**src/rtl/hidden_state_writeback_pkg.sv**
```systemverilog
// hidden_state_writeback_pkg
// Constants and types shared by the hidden-state writeback path and by any
// other block that requantizes wide activation results (e.g. the output layer).
//   state_t     : writeback FSM encoding (PRESENT=0, COLLECT=1)
//   sat_max/min : clamp bounds of a signed dataWidth-bit hidden element
//   round_shift : right shift taking inFrac fractional bits down to fracWidth
package hidden_state_writeback_pkg;

  typedef enum logic {
    PRESENT = 1'b0,
    COLLECT = 1'b1
  } state_t;

  function automatic int sat_max(input int dw);
    return (1 << (dw - 1)) - 1;
  endfunction

  function automatic int sat_min(input int dw);
    return -(1 << (dw - 1));
  endfunction

  function automatic int round_shift(input int in_frac, input int frac_width);
    return in_frac - frac_width;
  endfunction

endpackage

```
**src/rtl/hidden_state_writeback_requant_sat.sv**
```systemverilog
// hidden_state_writeback_requant_sat
// Purely combinational requantizer: arithmetic shift right with round
// half-up, then saturation to a signed dataWidth-bit range.
//   x   : signed input, inWidth bits
//   y   : signed requantized result, dataWidth bits
//   sat : high when y was clamped to a bound
module hidden_state_writeback_requant_sat
  import hidden_state_writeback_pkg::*;
#(
  parameter int inWidth   = 11,
  parameter int dataWidth = 5,
  parameter int shift     = 0
) (
  input  logic signed [inWidth-1:0]   x,
  output logic signed [dataWidth-1:0] y,
  output logic                        sat
);

  // One guard bit so the rounding add can never wrap.
  localparam int EW = inWidth + 1;
  localparam logic signed [EW-1:0] MAXV = EW'(sat_max(dataWidth));
  localparam logic signed [EW-1:0] MINV = EW'(sat_min(dataWidth));

  logic signed [EW-1:0] ext;
  logic signed [EW-1:0] rounded;
  logic signed [EW-1:0] shifted;

  assign ext = {x[inWidth-1], x};

  // The rounding constant only exists when bits are actually dropped.
  if (shift > 0) begin : g_round
    assign rounded = ext + EW'(1 << (shift - 1));
  end else begin : g_noround
    assign rounded = ext;
  end

  assign shifted = rounded >>> shift;

  always_comb begin
    sat = 1'b0;
    y   = shifted[dataWidth-1:0];
    if (shifted > MAXV) begin
      sat = 1'b1;
      y   = MAXV[dataWidth-1:0];
    end else if (shifted < MINV) begin
      sat = 1'b1;
      y   = MINV[dataWidth-1:0];
    end
  end

endmodule

```
**src/rtl/hidden_state_writeback.sv**
```systemverilog
// hidden_state_writeback
// Closes the recurrent loop: collects per-neuron activation outputs one beat
// at a time, requantizes them into staging, and commits the whole vector to
// the stable hid bus in one edge. Also counts timesteps within a sequence.
//   clk, rst        : clock, async active-high reset
//   clear           : sync sequence restart (beats any handshake)
//   in_valid/ready  : activation beat handshake, in_data is the wide result
//   hid/hid_valid   : committed h(t), element j at [dataWidth*j +: dataWidth]
//   hid_ready       : consumer latched hid and starts a timestep
//   hid_last        : presented vector is the final h of the sequence
//   step            : completed timesteps in this sequence
//   seq_done        : one-cycle pulse after the final commit
//   sat_flag        : sticky saturation indicator
module hidden_state_writeback
  import hidden_state_writeback_pkg::*;
#(
  parameter int dataWidth  = 5,
  parameter int fracWidth  = 2,
  parameter int inFrac     = 2,
  parameter int hiddenSize = 3,
  parameter int seqLen     = 4
) (
  input  logic                              clk,
  input  logic                              rst,
  input  logic                              clear,
  input  logic                              in_valid,
  input  logic signed [2*dataWidth:0]       in_data,
  output logic                              in_ready,
  output logic [dataWidth*hiddenSize-1:0]   hid,
  output logic                              hid_valid,
  input  logic                              hid_ready,
  output logic                              hid_last,
  output logic [$clog2(seqLen+1)-1:0]       step,
  output logic                              seq_done,
  output logic                              sat_flag
);

  localparam int INW   = 2 * dataWidth + 1;
  localparam int STEPW = $clog2(seqLen + 1);
  localparam int IDXW  = (hiddenSize > 1) ? $clog2(hiddenSize) : 1;
  localparam int VW    = dataWidth * hiddenSize;

  state_t                   state, next_state;
  logic [VW-1:0]            staging;
  logic [VW-1:0]            merged;
  logic [IDXW-1:0]          idx;
  logic signed [dataWidth-1:0] q_y;
  logic                     q_sat;
  logic                     last_beat;

  hidden_state_writeback_requant_sat #(
    .inWidth  (INW),
    .dataWidth(dataWidth),
    .shift    (round_shift(inFrac, fracWidth))
  ) u_requant (
    .x  (in_data),
    .y  (q_y),
    .sat(q_sat)
  );

  assign last_beat = (idx == IDXW'(hiddenSize - 1));

  // Staging with the current beat already merged, so the final beat can be
  // committed to hid in the same edge that captures it.
  always_comb begin
    merged = staging;
    merged[dataWidth*idx +: dataWidth] = q_y;
  end

  always_ff @(posedge clk or posedge rst) begin
    if (rst) state <= PRESENT;
    else     state <= next_state;
  end

  always_comb begin
    next_state = state;
    hid_valid  = 1'b0;
    in_ready   = 1'b0;
    case (state)
      PRESENT: begin
        hid_valid = 1'b1;
        if (hid_ready && !hid_last) next_state = COLLECT;
      end
      COLLECT: begin
        in_ready = 1'b1;
        if (in_valid && last_beat) next_state = PRESENT;
      end
      default: next_state = PRESENT;
    endcase
    if (clear) next_state = PRESENT;
  end

  // Datapath. Accepting a last vector rewinds to h0 of the next sequence
  // without leaving PRESENT; sat_flag only falls on rst/clear.
  always_ff @(posedge clk or posedge rst) begin
    if (rst) begin
      hid      <= '0;
      staging  <= '0;
      idx      <= '0;
      step     <= '0;
      hid_last <= 1'b0;
      seq_done <= 1'b0;
      sat_flag <= 1'b0;
    end else begin
      seq_done <= 1'b0;
      if (clear) begin
        hid      <= '0;
        staging  <= '0;
        idx      <= '0;
        step     <= '0;
        hid_last <= 1'b0;
        sat_flag <= 1'b0;
      end else if (state == PRESENT) begin
        if (hid_ready && hid_last) begin
          hid      <= '0;
          staging  <= '0;
          step     <= '0;
          hid_last <= 1'b0;
        end else if (hid_ready) begin
          idx <= '0;
        end
      end else if (in_valid) begin
        staging <= merged;
        if (q_sat) sat_flag <= 1'b1;
        if (last_beat) begin
          hid  <= merged;
          idx  <= '0;
          step <= step + STEPW'(1);
          if (step == STEPW'(seqLen - 1)) begin
            hid_last <= 1'b1;
            seq_done <= 1'b1;
          end
        end else begin
          idx <= idx + IDXW'(1);
        end
      end
    end
  end

endmodule

```
**config.mk**
```make
export PLATFORM = sky130hd
export DESIGN_NAME = hidden_state_writeback
export DESIGN_NICKNAME = d
export VERILOG_FILES = /design/src/rtl/hidden_state_writeback_pkg.sv /design/src/rtl/hidden_state_writeback_requant_sat.sv /design/src/rtl/hidden_state_writeback.sv
export SDC_FILE = /design/constraint.sdc
export NUM_CORES = 1
export LEC_CHECK = 0
export CORE_AREA = 2 2 61 63
export CTS_CLUSTER_SIZE = 28
export DETAILED_ROUTE_END_ITERATION = 6
export DIE_AREA = 0 0 63 65
export MAX_ROUTING_LAYER = met4
export PLACE_DENSITY = 0.89
export SYNTH_ARGS = -nofsm -noshare
export SYNTH_HDL_FRONTEND = slang
export SYNTH_SLANG_ARGS = --single-unit
```
**constraint.sdc**
```tcl
create_clock -name clk -period 3.1 [get_ports clk]
set_input_delay 0.62 -clock clk [delete_from_list [all_inputs] [get_ports clk]]
set_output_delay 0.62 -clock clk [all_outputs]
set_load 0.01 [all_outputs]
```
# Word-level counts from Yosys, hierarchy flattened
# Cells that the tools add are included.
[classes]
n_addsub = 3
mul = 1
order_cmp = 2
n_eq_ne = 6
shift = 2
muxes = 45
bitwise_logic = 1
reduce_logical = 14
[ops]
columns = ["op", "count"]
rows = [
  ["$mux 15", 8],
  ["$neg 5->34", 1],
  ["$shift 5x34->15 const A", 1],
  ["$shiftx 5x34->15", 1],
  ["$mux 1", 22],
  ["$bwmux 15", 1],
  ["$mux 3", 5],
  ["$mux 2", 6],
  ["$gt 11x5->1 const B", 1],
  ["$lt 11x5->1 const B", 1],
  ["$mux 5", 2],
  ["$reduce_and 3->1", 3],
  ["$ne 3x2->1 const B", 2],
  ["$ne 3x3->1 const B", 2],
  ["$reduce_bool 2->1", 3],
  ["$reduce_bool 3->1", 2],
  ["$mul 3x2->5 const A", 1],
  ["$reduce_and 4->1", 1],
  ["$add 3x1->3 const B", 1],
  ["$eq 3x2->1 const B", 1],
  ["$logic_and 1x1->1", 3],
  ["$add 2x1->2 const B", 1],
  ["$eq 2x2->1 const B", 1],
  ["$pmux 1 s2", 1],
  ["other kinds (3)", 3],
]
[totals]
register_bits = 39
input_bits = 16
output_inout_bits = 23
word_cells = 82

# Logic depth before layout (Yosys ltp)
[logic_depth]
word_depth = 9
mapped_depth = 7
depth_no_buf = 6

# Hierarchy
# Synthesis repeated with hierarchy kept, for this count alone.
[unflattened]
hier_cells = 168
hier_area_um2 = 1821.7
[modules_own_cells]
columns = ["module", "instances", "cells_each", "area_each_um2", "seq_area_each_um2"]
rows = [
  ["hidden_state_writeback", 1, 153, 1714.1, 850.8],
  ["hidden_state_writeback_requant_sat", 1, 15, 107.6, 0.0],
]

# Worst setup path before layout
# Ideal clock, no wire load.
[synth_timing]
path_type = "input -> register"
start = "input in_data[9]"
end = "register hid[0]"
setup_time_ns = 0.127
t_arrival_ns = 1.847
required_ns = 2.973
path_slack_ns = 1.127
path_stages = 4
path_cell_list = "or4_4 or4_4 a22oi_4 o21ai_1"
[synth_between]
elab_chain_cells = 9
elab_cells_between_ends = 10
[synth_rtl]
columns = ["element", "line_no", "source"]
rows = [
  ["start, declared", "hidden_state_writeback.sv:27", "input logic signed [2*dataWidth:0] in_data,"],
  ["$lt 11x5->1", "hidden_state_writeback_requant_sat.sv:45", "end else if (shifted < MINV) begin"],
  ["$mux 5", "hidden_state_writeback_requant_sat.sv:45", ""],
  ["$mux 5 *", "hidden_state_writeback_requant_sat.sv:42", "if (shifted > MAXV) begin"],
  ["$shiftx 5x34->15 *", "hidden_state_writeback.sv:67", "merged[dataWidth*idx +: dataWidth] = q_y;"],
  ["$bwmux 15 *", "hidden_state_writeback.sv:67", ""],
  ["$mux 15 *", "hidden_state_writeback.sv:125", "if (last_beat) begin"],
  ["$mux 15 *", "hidden_state_writeback.sv:122", "end else if (in_valid) begin"],
  ["$mux 15 *", "hidden_state_writeback.sv:113", "end else if (state == PRESENT) begin"],
  ["$mux 15 *", "hidden_state_writeback.sv:106", "if (clear) begin"],
  ["end signal, assigned", "hidden_state_writeback.sv:126", "hid <= merged;"],
  ["end, declared", "hidden_state_writeback.sv:29", "output logic [dataWidth*hiddenSize-1:0] hid,"],
]
# Mark *: on every way between the ends. The rest lies on a longest branch, timed or not. The select of a mux whose other input is x is not followed.
# A chain may end at the register's enable or synchronous reset.

# Final worst setup path
[layout_timing]
start = "input in_data[9]"
end = "register hid[13]"
# Same word-level chain as after synthesis.

==> impl_metrics.toml <==
[outcome]
status = "completed"

[critical_path]
cp-startpoint = "in_data[9]"
crit-reg2reg-capture = "staging[4]"
crit_chain = "clkdlybuf4s50_1 -> or4_4 -> or4_4 -> a22oi_4 -> o21ai_1"
rr_worst_depth = 5
crit_path_start_kind = "input pin"
reg2reg_setup_slack_ns = 1.14
critPathMaxStageDelay_ns = 0.58
r2r_start = "idx[0]"
critPathCaptureType = "flop"
crit_type = "in -> reg"
critical_path.slowest_cell = "or4_4"
crit_top_cell = "or4_4"
critPathMaxFanout = 5
arrival_ns = 2.41
crit_family = "simple AND/OR/NAND/NOR gates"
crit_buf_inv = 1
cp_data_required_time_ns = 3.33

[yosys]
synth-seq-area-share_pct = 51.6
synth_common_cells = "dfrtp_1, nand2_1, o21ai_1"
synth_nets = 171
synth.distinct_cells = 31
synth_top_cell_area_share_pct = 51.6
post-synth-top-area-cell = "dfrtp_1"
avgSynthCellArea_um2 = 11.1
synth_edf_count = 0
ys_ff_latch = 34
syn-cell-area_um2 = 1650
synth.most_common_cell = "dfrtp_1"
synth_top_flop_cell = "dfrtp_1"
synthCells = 149
async_reset_ff_share_pct = 100
ys_warn_count = 0
synthTopCellsByArea = "dfrtp_1, a22oi_4, o2bb2ai_1, a22oi_1, ha_1"

[cells_and_area]
multiInputGateArea_um2 = 747
fin_util_pct = 61.4
fillCellCount = 287
register_area_um2 = 851
syn2layout_area_growth_pct = 30.3
diodes = 0
drive_gt1_share_pct = 10.4
fin_nets = 214

[global_route]
grt_max_degree = 35
gr-usage-met2_pct = 33.8
grt_pass1_wl_mm = 6.60
overflow = 0
antenna_found_initial = 0
grt_pass1_vias = 1322
grt_util_met1_pct = 27.7
use_met3_pct = 7.12
groute.usage.overall_pct = 22.3
top_usage_layer = "met2"

[floorplanning]
dieArea_um2 = 4100
die_w_um = 63
start_util_pct = 47.1
core_um2 = 3500
io-pin-count = 39
rows = 22
chipHeight_um = 65

[clock_network]
cts_buffer_depth = 2
postCtsHoldBufs = 0
post_cts.repair.setup_buffers = 0
clock_sinks = 34
h-tree-depth = 2
cts_tree = "done"
path_clk_slew_ns = 0.10
numCtsBuffers = 5
clk_latency_ns = 0.34
clockRootBuffer = "clkbuf_4"
cts_resized = 0

[sta]
setup_viol = 0
fin_tns_setup_ns = 0
max_freq_mhz = 459
fin_skew_ns = 0.00803
hold_viol = 0
layout_worst_path_cycle_share_pct = 70.2
period_minus_slack_ns = 2.18
relSlewSlack_pct = 64.6
rsz0062_at_grt = "no"
worstMarginPinSlew_ns = 0.523
slew_viol_final = 0

[pwr]
total_power_uw = 804
vdd_drop_max_v = 0.000294
p_leak_nw = 0.892
pwr_density_cell_nw_per_um2 = 375

[route]
drt-total-wl_mm = 3.93
via_per_inst = 5.68
vias = 1369
drc = 0
firstDrtPassIters = 4
ant_nets = 0
drtIter0Drc = 115
routedWlPerCell_um = 16.3

[worst_hold_path]
min_path_cells = 2
whs_endpoint = "hid[4]"
min_from = "hid[4]"
min_path_type = "reg -> reg"

[placement]
hpwl_mm = 2.91
port_buffers = 38
place.gp.congestion = 0.849

[job]
cap_violations = 0
## where the power goes
group	internal, mW	switching (mW)
Sequential	0.449	0.00542
Clock	0.110	0.145
Combinational	0.0417	0.0535
Total	0.600	0.204
## flip-flops by register name, summed over array words and instances, names as in the netlist
register,count
hid,15
staging,10
step,3
idx,2
hid_last,1
sat_flag,1
seq_done,1
state,1
## placed cells by master, fill, tap and decap left out, drive strengths merged, types with 2 or more instances in the layout
cell type	instances
buf	2
nand4	2
inv	9
ha	6
and2	2
dfrtp	34
a22oi	14
and3	3
or4	5
nor2b	3
clkdlybuf4s50	38
clkbuf	7
nor2	5
a21oi	7
o2bb2ai	9
o31ai	3
o21ai	15
nand2	15
nand2b	2
a22o	2
## routing by layer
metal | up-vias | routed length, um
met5 | - | 0
met1 | 654 | 1710
met4 | 0 | 84
met2 | 57 | 1860
met3 | 12 | 274
li1 | 646 | -
## worst max path at each step
stage	slack [ns]	to	cells past startpoint
2_1_floorplan	1.13	hid[0]	4
3_3_place_gp	0.61	hid[8]	5
3_5_place_dp	0.57	hid[13]	5
4_1_cts	0.93	hid[13]	5
5_1_grt	0.90	hid[13]	5
6_report	0.92	hid[13]	5
## through the flow
stage	hold WS (ns)	instance area, um^2	setup slack [ns]	std cells
floorplan	0.449	1650	1.13	149
global placement	0.466	2090	0.607	233
detailed placement	0.474	2090	0.568	233
CTS	0.500	2150	0.933	241
global route	0.518	2150	0.899	241
finish	0.499	2150	0.923	241
## worst min-delay path, delay by kind of cell, from the launching register on
family	cells	cell delay, ns
flops	1	0.36
compound gates	1	0.06
simple gates	1	0.05
## cell families (layout without fill, tap and decap cells)
group,after synthesis,after routing,synth area share [%]
buffers and inverters,13,57,3.04
flip-flops,34,34,51.6
adder cells (fa/ha/maj),6,6,4.56
AO/OA/AOI/OAI,53,53,25.4
AND/OR/NAND/NOR,43,43,15.4
## layout make-up
| cell class | count | share of cell area, % |
|---|---|---|
| multi-input combinational | 102 | 34.8 |
| tap | 48 | 2.80 |
| clock buffer | 7 | 2.56 |
| timing repair buffer | 40 | 18.4 |
| clock inverter | 1 | 0.233 |
| sequential | 34 | 39.6 |
| inverter | 9 | 1.57 |
Note: power is estimated with default switching activity, not from simulation.
